===== config.mk =====
export PLATFORM = sky130hd
export DESIGN_NAME = parity_sched
export DESIGN_NICKNAME = d
export VERILOG_FILES = /design/src/rtl/parity_sched.sv
export SDC_FILE = /design/constraint.sdc
export NUM_CORES = 1
export LEC_CHECK = 0
export ABC_AREA = 1
export BUFFER_PORTS_ARGS = -buffer_cell sky130_fd_sc_hd__buf_2
export CAP_MARGIN = 20
export CORE_ASPECT_RATIO = 1.75
export CORE_MARGIN = 2
export CORE_UTILIZATION = 58
export CTS_BUF_LIST = sky130_fd_sc_hd__clkbuf_4 sky130_fd_sc_hd__clkbuf_8
export DETAILED_ROUTE_END_ITERATION = 10
export PLACE_DENSITY = 0.88
export REMOVE_ABC_BUFFERS = 1
export SLEW_MARGIN = 5
export SYNTH_ARGS = -nofsm -noshare
export SYNTH_HDL_FRONTEND = slang
export SYNTH_SLANG_ARGS = --single-unit

===== constraint.sdc =====
create_clock -name clk -period 4.1 [get_ports clk]
set_input_delay 0.82 -clock clk [delete_from_list [all_inputs] [get_ports clk]]
set_output_delay 0.82 -clock clk [all_outputs]
set_load 0.03 [all_outputs]

===== src/rtl/parity_sched.sv =====
`default_nettype none
// ============================================================================
// Module   : parity_sched
// Purpose  : Round-robin scheduler feeding NREQ words, LSB first, through one
//            shared serial parity unit. Optional shadow check under the macro
//            PARITY_SCHED_CHECK_EN drives a sticky err flag.
// Revision : 1.0  initial release
// ============================================================================
module parity_sched #(
    parameter int WIDTH = 8,
    parameter int NREQ  = 4,
    parameter int IDW   = $clog2(NREQ)
) (
    input  logic                    clk,
    input  logic                    reset,
    input  logic [NREQ-1:0]         req,
    input  logic [NREQ*WIDTH-1:0]   data,
    output logic [NREQ-1:0]         grant,
    output logic                    busy,
    output logic                    pu_reset,
    output logic                    pu_in,
    input  logic                    pu_out,
    output logic                    done,
    output logic [IDW-1:0]          done_id,
    output logic                    result,
    output logic                    err
);

    localparam int CW = (WIDTH > 1) ? $clog2(WIDTH) : 1;

    typedef enum logic [1:0] {
        IDLE   = 2'd0,
        CLEAR  = 2'd1,
        SHIFT  = 2'd2,
        REPORT = 2'd3
    } state_t;

    state_t           state_q, state_d;
    logic [IDW-1:0]   last_q, last_d;
    logic [IDW-1:0]   id_q, id_d;
    logic [IDW-1:0]   done_id_q, done_id_d;
    logic [WIDTH-1:0] shreg_q, shreg_d;
    logic [CW-1:0]    cnt_q, cnt_d;
    logic             result_q, result_d;

    logic [IDW-1:0]   winner;
    logic [IDW-1:0]   rr_cand;
    logic             found;
    logic [WIDTH-1:0] sel_word;

    // Search begins one past the last winner so every requester gets a turn.
    always_comb begin : arb
        winner  = last_q;
        found   = 1'b0;
        rr_cand = '0;
        for (int k = 1; k <= NREQ; k++) begin
            rr_cand = IDW'((int'(last_q) + k) % NREQ);
            if (!found && req[rr_cand]) begin
                found  = 1'b1;
                winner = rr_cand;
            end
        end
    end

    always_comb begin : word_mux
        sel_word = '0;
        for (int i = 0; i < NREQ; i++) begin
            if (winner == IDW'(i)) begin
                sel_word = data[i*WIDTH +: WIDTH];
            end
        end
    end

    always_ff @(posedge clk) begin
        if (reset) begin
            state_q   <= IDLE;
            last_q    <= IDW'(NREQ - 1);
            id_q      <= '0;
            done_id_q <= '0;
            shreg_q   <= '0;
            cnt_q     <= '0;
            result_q  <= 1'b0;
        end else begin
            state_q   <= state_d;
            last_q    <= last_d;
            id_q      <= id_d;
            done_id_q <= done_id_d;
            shreg_q   <= shreg_d;
            cnt_q     <= cnt_d;
            result_q  <= result_d;
        end
    end

    always_comb begin : fsm
        state_d   = state_q;
        last_d    = last_q;
        id_d      = id_q;
        done_id_d = done_id_q;
        shreg_d   = shreg_q;
        cnt_d     = cnt_q;
        result_d  = result_q;

        grant     = '0;
        busy      = (state_q != IDLE);
        pu_reset  = reset;
        pu_in     = 1'b0;
        done      = 1'b0;
        done_id   = done_id_q;
        result    = result_q;

        case (state_q)
            IDLE: begin
                if (found) begin
                    shreg_d = sel_word;
                    id_d    = winner;
                    last_d  = winner;
                    state_d = CLEAR;
                end
            end
            CLEAR: begin
                grant    = NREQ'(1) << id_q;
                pu_reset = 1'b1;
                cnt_d    = '0;
                state_d  = SHIFT;
            end
            SHIFT: begin
                pu_in   = shreg_q[0];
                shreg_d = shreg_q >> 1;
                cnt_d   = cnt_q + CW'(1);
                if (cnt_q == CW'(WIDTH - 1)) begin
                    state_d = REPORT;
                end
            end
            REPORT: begin
                done      = 1'b1;
                result    = pu_out;
                done_id   = id_q;
                result_d  = pu_out;
                done_id_d = id_q;
                state_d   = IDLE;
            end
            default: begin
                state_d = IDLE;
            end
        endcase
    end

`ifdef PARITY_SCHED_CHECK_EN
    logic shadow_q;
    logic err_q;

    // Shadow tracks what the parity unit should hold; a disagreement in REPORT latches err.
    always_ff @(posedge clk) begin
        if (reset) begin
            shadow_q <= 1'b0;
            err_q    <= 1'b0;
        end else begin
            case (state_q)
                CLEAR:   shadow_q <= 1'b1;
                SHIFT:   if (shreg_q[0]) shadow_q <= ~shadow_q;
                REPORT:  if (shadow_q != pu_out) err_q <= 1'b1;
                default: shadow_q <= shadow_q;
            endcase
        end
    end

    assign err = err_q;
`else
    assign err = 1'b0;
`endif

endmodule
`default_nettype wire


# Word-level counts from Yosys, hierarchy flattened
# Index checks and enable logic that the tools add are counted.
word_totals:
  ramBits: 0
  wordCells: 72
  reg_bits: 20
  output_inout_bits: 12
  n_memories: 0
  rom_bits: 0
  latchBits: 0
  inputBits: 39
classes:
  bitwise_logic: 0
  add_sub_neg: 5
  reduce_logical: 14
  n_mul: 0
  muxes: 32
  div_mod_pow: 0
  shifts: 1
  order_cmp: 4
  eq_ne: 9
op_table:
  columns: ["cell", "n"]
  rows:
  - ["two-way mux 8 bit", 5]
  - ["case mux 8 bit (2 select lines)", 1]
  - ["two-way mux 2 bit", 7]
  - ["< comparator 2 x 3 -> 1 bit (second input constant)", 4]
  - ["two-way mux 1 bit", 12]
  - ["binary-select mux 1 bit (select 2 bit)", 4]
  - ["== test 2 bit (second input constant)", 4]
  - ["case mux 2 bit (4 select lines)", 1]
  - ["case mux 3 bit (2 select lines)", 1]
  - ["AND reduction 2 bit", 3]
  - ["nonzero test 2 bit", 3]
  - ["adder 2 x 1 -> 2 bit (second input constant)", 2]
  - ["adder 2 bit (second input constant)", 2]
  - ["== test 2 x 1 -> 1 bit (second input constant)", 2]
  - ["zero test 2 bit", 2]
  - ["two-way mux 4 bit", 1]
  - ["inequality test 2 bit (second input constant)", 2]
  - ["left shift 1 x 2 -> 4 bit (first input constant)", 1]
  - ["adder 3 x 1 -> 3 bit (second input constant)", 1]
  - ["== test 3 bit (second input constant)", 1]
  - ["logical AND 1 bit", 3]
  - ["zero test 1 bit", 3]

# Logic depth before layout (Yosys ltp)
# Gate-level depths: netlist (run 1).
logic_depth:
  word_depth: 20
  mapped_depth: 17
  ltp_nobuf: 16

# Worst setup path before layout (run 1)
# No wires, ideal clock.
synth_timing:
  path_kind: "input-to-output"
  start: "in reset"
  end: "out pu_reset"
  arrival_ns: 1.396
  path_stages: 3
  required_ns: 3.280
  path_buffers: 1
  path_slack_ns: 1.884
  cell_sequence: "clkbuf_1 inv_1 nand2_1"
synth_via:
  elab_chain_cells: 1
synth_lines:
  columns: ["element", "line", "rtl"]
  rows:
  - ["from (decl)", "15", "input logic reset,"]
  - ["two-way mux 1 bit", "111", "case (state_q)"]
  - ["to (decl)", "20", "output logic pu_reset,"]
# Every way passes these cells.

# Worst setup path in the final report (run 1)
# Same ends and word-level chain as after synthesis.

==> results.yml, run 1 <==
power:
  total_power_mw: 1.72
  combinationalPowerShare: 0.745
  switching_share: 0.558
  pwr-share-seq: 0.171
  powerDensity_nw_per_um2: 881
  clockPowerShare: 0.084
  p_sw_mw: 0.958
  vdd_drop_max_mv: 0.554
  p_int_mw: 0.758
  p_leak_nw: 1.01
synth:
  synth-simple-area-share: 0.465
  synth_fa_ha_area_frac: 0.0443
  ys_seq_area_frac: 0.236
  synth-seq-cells: 20
  synthXorXnorAreaFrac: 0
  netlist_area_sq_um: 1700
  synth_compound_area_frac: 0.143
  ys_warn_count: 0
  synth.distinct_cells: 33
  synthCells: 244
  synth_top_family_by_area: "simple AND/OR/NAND/NOR gates"
  syn_avg_cell_area_sq_um: 6.95
  muxShareOfSynthArea: 0
floorplanning:
  core_area_sq_um: 2860
  ios: 51
  dieArea_sq_um: 3390
  die_h_um: 75.5
  row_count: 26
  die_w_um: 44.9
  initial_core_util: 0.592
timing:
  final.min_clock_period_ps: 2350
  hold_slack_ps: 461
  rsz0062_at_grt: "false"
  setup_viol: 0
  drv_slew: 0
  hold_violations: 0
  finClkSkew_ps: 1.73
  fin_crit_sh: 0.573
  fmax_mhz: 426
  fin_setup_tns_ps: 0
cells_and_area:
  fillers: 272
  fin_util: 0.681
  num-nets-final: 333
  n_antenna_cell: 0
  final_cell_mix: "nand2_1, buf_2, nand3_1"
  fin_area_sq_um: 1950
  multi_input_area_sq_um: 1110
  drive_gt1_frac: 0.296
  final_common_cell: "nand2_1"
  syn2layout_area_growth_pct: 14.9
  seq_area_sq_um: 400
clock_network:
  cts.path.max_buffers: 2
  cts_buffers: 3
  clkLatencyLatePin_ps: 250
  cts_resized: 0
  holdBufCountCts: 0
  cts_root_buf: "clkbuf_8"
  cts_setup_buffers: 0
  clk_pin_slew_worst_paths_ps: 70
  cts_tree: "built"
  htree_levels: 1
  cts.sinks: 20
global_route:
  grt_overflow: 0
  grt_pass1_wl_um: 6180
  antenna_found_initial: 0
  grtUsageTotal: 0.234
  first_global_vias: 1534
  grt_max_degree: 19
setup_path:
  critical_path_peak_fanout: 18
  cp-start-kind: "input port"
  crit_top_cell: "buf_2"
  required_ps: 3280
  path_buf_inv: 3
  crit_slowest_cell: "buf_2"
  crit_type: "input port to primary output"
  worstPathCellList: "buf_2, inv_1, nand2_1, buf_2"
  worstSetupEndpointType: "primary output"
  crit_arrival_ps: 1530
  critical_path.top_delay_family: "buffers and inverters"
  critPathMaxStageDelay_ps: 280
detailed_routing:
  vias: 1730
  postRouteAntennaNets: 0
  firstDrtPassIters: 4
  wl_met3_um: 89
  dr_wl_met2_um: 2070
  drc: 0
  viasPerCell: 5.49
  drtIter0Drc: 43
  topRoutingLayerUsed: "met4"
  wl_met1_um: 1550
  wirelength_um: 3760
  wl_per_cell_um: 11.9
worst_hold_path:
  hold_class: "register to register"
placed_design:
  portBuffers: 49
  placed_cell_area_sq_um: 1890
  dpl.hpwl_um: 3040
  gp_congestion: 0.876
run:
  cap_violations: 0
run_status:
  status: "completed"
[cell families after synthesis]
logic type               after synthesis
AO/OA/AOI/OAI                         42
adder cells (fa/ha/maj)                6
buffers and inverters                 36
flip-flops                            20
other                                  1
AND/OR/NAND/NOR                      139
[flip-flops by register name (all words and copies together), names as in the netlist]
name       cells
id_q           2
result_q       1
cnt_q          3
state_q        2
last_q         2
done_id_q      2
shreg_q        8
[power groups by stage]
stage,clock network [mW],registers (mW),logic (mW)
6_report,0.144,0.293,1.28
2_1_floorplan,0,0.286,1.04
3_3_place_gp,0,0.295,1.25
5_1_grt,0.156,0.298,1.44
4_1_cts,0.148,0.292,1.28
3_5_place_dp,0,0.297,1.27
[path summary, 6_finish.rpt]
path	start	end	slack, ps	cells after the start
worst max-delay path	reset	pu_reset	1750	4
worst max register to register	last_q[0]$_SDFFE_PP1P_	shreg_q[7]$_SDFFE_PP0P_	1950	14
worst min register to register	shreg_q[5]$_SDFFE_PP0P_	shreg_q[5]$_SDFFE_PP0P_	460	2
worst min-delay path	shreg_q[5]$_SDFFE_PP0P_	shreg_q[5]$_SDFFE_PP0P_	460	2
[cell type report]
| class | count | share of cell area |
|---|---|---|
| repair buffers | 49 | 0.126 |
| flip-flops and latches | 20 | 0.206 |
| inverters | 26 | 0.0527 |
| well taps | 28 | 0.0180 |
| multi-input cells | 188 | 0.570 |
| clock buffers | 4 | 0.0283 |
[through the flow]
stage                     setup WS (ps)  cells
after floorplan                    2030    234
after global placement             1760    311
after detailed placement           1760    311
after CTS                          1760    315
after global routing               1720    315
final                              1750    315
[cell usage after synthesis]
master / number / area (sq um)
a211oi_1: 1 / 7.51
a21oi_1: 21 / 105
a221oi_1: 1 / 8.76
a31oi_1: 1 / 6.26
buf_4: 3 / 22.5
buf_6: 3 / 33.8
buf_8: 1 / 15.0
clkbuf_1: 3 / 11.3
conb_1: 1 / 3.75
dfxtp_1: 20 / 400
ha_1: 6 / 75.1
inv_1: 19 / 71.3
inv_2: 6 / 22.5
inv_6: 1 / 8.76
nand2_1: 60 / 225
nand2_2: 8 / 50.1
nand2_4: 7 / 78.8
nand2_8: 1 / 20.0
nand3_1: 38 / 190
nand3_4: 4 / 70.1
nand3b_1: 2 / 15.0
nand4_1: 7 / 43.8
nor2_1: 3 / 11.3
nor2_2: 1 / 6.26
nor2_4: 1 / 11.3
nor2_8: 2 / 40.0
nor3_1: 4 / 20.0
o211ai_1: 2 / 15.0
o21ai_0: 8 / 40.0
o21ai_2: 1 / 8.76
o21bai_1: 6 / 45.0
o22ai_1: 1 / 6.26
or2_1: 1 / 6.26
[worst register-to-register path, stage by stage (launching register included)]
cell and delay (ps):
dfxtp_1 550, inv_2 200, nand2_1 120, nand2_2 80
nand2_4 90, nand3_1 80, nand2_1 140, nand2_1 120
nor2_4 150, nor2_8 60, or2_1 200, nand2_1 70
nand2_1 40, nand2_1 50, a21oi_1 50
[layer usage]
metal,GRT usage,up-vias
li1,-,903
met1,0.254,787
met2,0.451,33
met3,0.0213,7
met4,0.0915,0
met5,0,-
(Power assumes the default switching activity.)
==> run 2, diff against run 1 <==
Settings changed: CORE_UTILIZATION 58 to 53, PLACE_DENSITY 0.88 to 0.82.
Clock period 4.1 ns to 2.3 ns, I/O delays scaled along.
==> run 2 against run 1 <==
Against the previous run: die area increased by 8.8%; via count increased by 1.2%; sequential cell count unchanged; first-iteration DRC count decreased by 4.7%; critical path type is now register to register.
==> results.yml, run 2 (same netlist as run 1, synthesis figures left out) <==
cells_and_area:
  fin_util: 0.643
  n_antenna_cell: 0
  drive_gt1_frac: 0.301
  top_regs: "shreg_q (8), cnt_q (3)"
  largest_reg_flops: 8
  fin_area_sq_um: 2000
  num-nets-final: 335
  final_cell_mix: "nand2_1, buf_2, nand3_1"
  regMostFlops: "shreg_q"
  stdcell_count: 332
  final_common_cell: "nand2_1"
  syn2layout_area_growth_pct: 17.9
clock_network:
  cts_resized: 0
  cts_tree: "built"
  htree_levels: 1
  cts.sinks: 20
  cts_setup_buffers: 0
  clkLatencyLatePin_ps: 260
  holdBufCountCts: 0
  clk_pin_slew_worst_paths_ps: 80
  cts.path.max_buffers: 2
  cts_buffers: 3
  cts_root_buf: "clkbuf_8"
timing:
  fin_crit_sh: 0.891
  finClkSkew_ps: 8.56
  hold_violations: 0
  setup_viol: 0
  final.min_clock_period_ps: 2050
  drv_slew: 0
  fin_setup_tns_ps: 0
  rsz0062_at_grt: "false"
  fmax_mhz: 488
run:
  cap_violations: 0
detailed_routing:
  wirelength_um: 3710
  viasPerCell: 5.27
  postRouteAntennaNets: 0
  firstDrtPassIters: 4
  vias: 1751
  drc: 0
  drtIter0Drc: 41
  wl_per_cell_um: 11.2
setup_path:
  worstSetupEndpointType: "register"
  required_ps: 2450
  cp-start-kind: "register"
  critical_path_peak_fanout: 9
  crit_arrival_ps: 2200
  crit_start: "last_q[0]$_SDFFE_PP1P_"
  r2r_start: "last_q[0]$_SDFFE_PP1P_"
  crit_type: "register to register"
floorplanning:
  core_area_sq_um: 3110
  ios: 51
  dieArea_sq_um: 3690
  initial_core_util: 0.545
  die_h_um: 78.8
  row_count: 27
  die_w_um: 46.8
placed_design:
  placed_cell_area_sq_um: 1930
  portBuffers: 49
  gp_congestion: 0.857
  dpl.hpwl_um: 2990
  dp_cells: 328
global_route:
  top_usage_layer: "met2"
  grt_max_degree: 19
  grtUsageMet3: 0.0159
  use_met2: 0.389
  grtUsageTotal: 0.213
  grt.met1_usage: 0.227
  first_global_vias: 1556
  grt_pass1_wl_um: 6020
  antenna_found_initial: 0
  grt_overflow: 0
power:
  vdd_drop_max_mv: 0.967
  p_leak_nw: 1.03
  powerDensity_nw_per_um2: 1570
run_status:
  status: "completed"
worst_hold_path:
  worstHoldStart: "shreg_q[6]$_SDFFE_PP0P_"
  hold_class: "register to register"
-- run 2: changes by cell type in the layout (fill, tap and decap cells not counted) --
cell       change
buf_4          +2
bufinv_16      +1
clkbuf_8       -1
-- run 2: where the power goes --
group          switching (mW)  leakage [nW]  total, mW  internal [mW]
combinational            1.51         0.827       2.28          0.768
clock                   0.114        0.0357      0.346          0.232
sequential             0.0743         0.164      0.514          0.440
total                    1.70          1.03       3.14           1.44
-- run 2: through the flow --
step           total power [mW]  hold WS (ps)  setup slack, ps
2_1_floorplan              2.37           435              435
3_3_place_gp               2.77           451              292
3_5_place_dp               2.80           453              273
4_1_cts                    3.15           463              254
5_1_grt                    3.42           483             47.5
6_report                   3.14           463              250
-- run 2: cell type report --
class                      count  area [sq um]
clock inverter                 1          30.0
clock buffer                   3          41.3
multi-input combinational    188          1110
fill                         307          1110
inverter                      26           103
tap                           43          53.8
timing repair buffer          51           260
sequential                    20           400
-- run 2: path summary, 6_finish.rpt --
path	end	slack, ps	cells after the start
max	shreg_q[7]$_SDFFE_PP0P_	250	15
min	shreg_q[6]$_SDFFE_PP0P_	460	2
max reg2reg	shreg_q[7]$_SDFFE_PP0P_	250	15
min reg2reg	shreg_q[6]$_SDFFE_PP0P_	460	2
-- run 2: critical path, cell delays in order, from the launching register on --
cell,delay [ps]
dfxtp_1,460
buf_4,200
nand2_1,60
nand2_2,110
nand2_4,70
nand2_4,110
inv_2,60
nand2_2,80
nand2_1,90
nor2_4,150
nor2_8,60
or2_1,200
nand2_1,100
nand2_1,60
nand2_1,50
a21oi_1,50
-- run 2: metal layers --
layer  up-vias  wire length, um
met5         -                0
met4         0              156
met3        17              129
met2        52             1970
met1       776             1450
li1        906                -
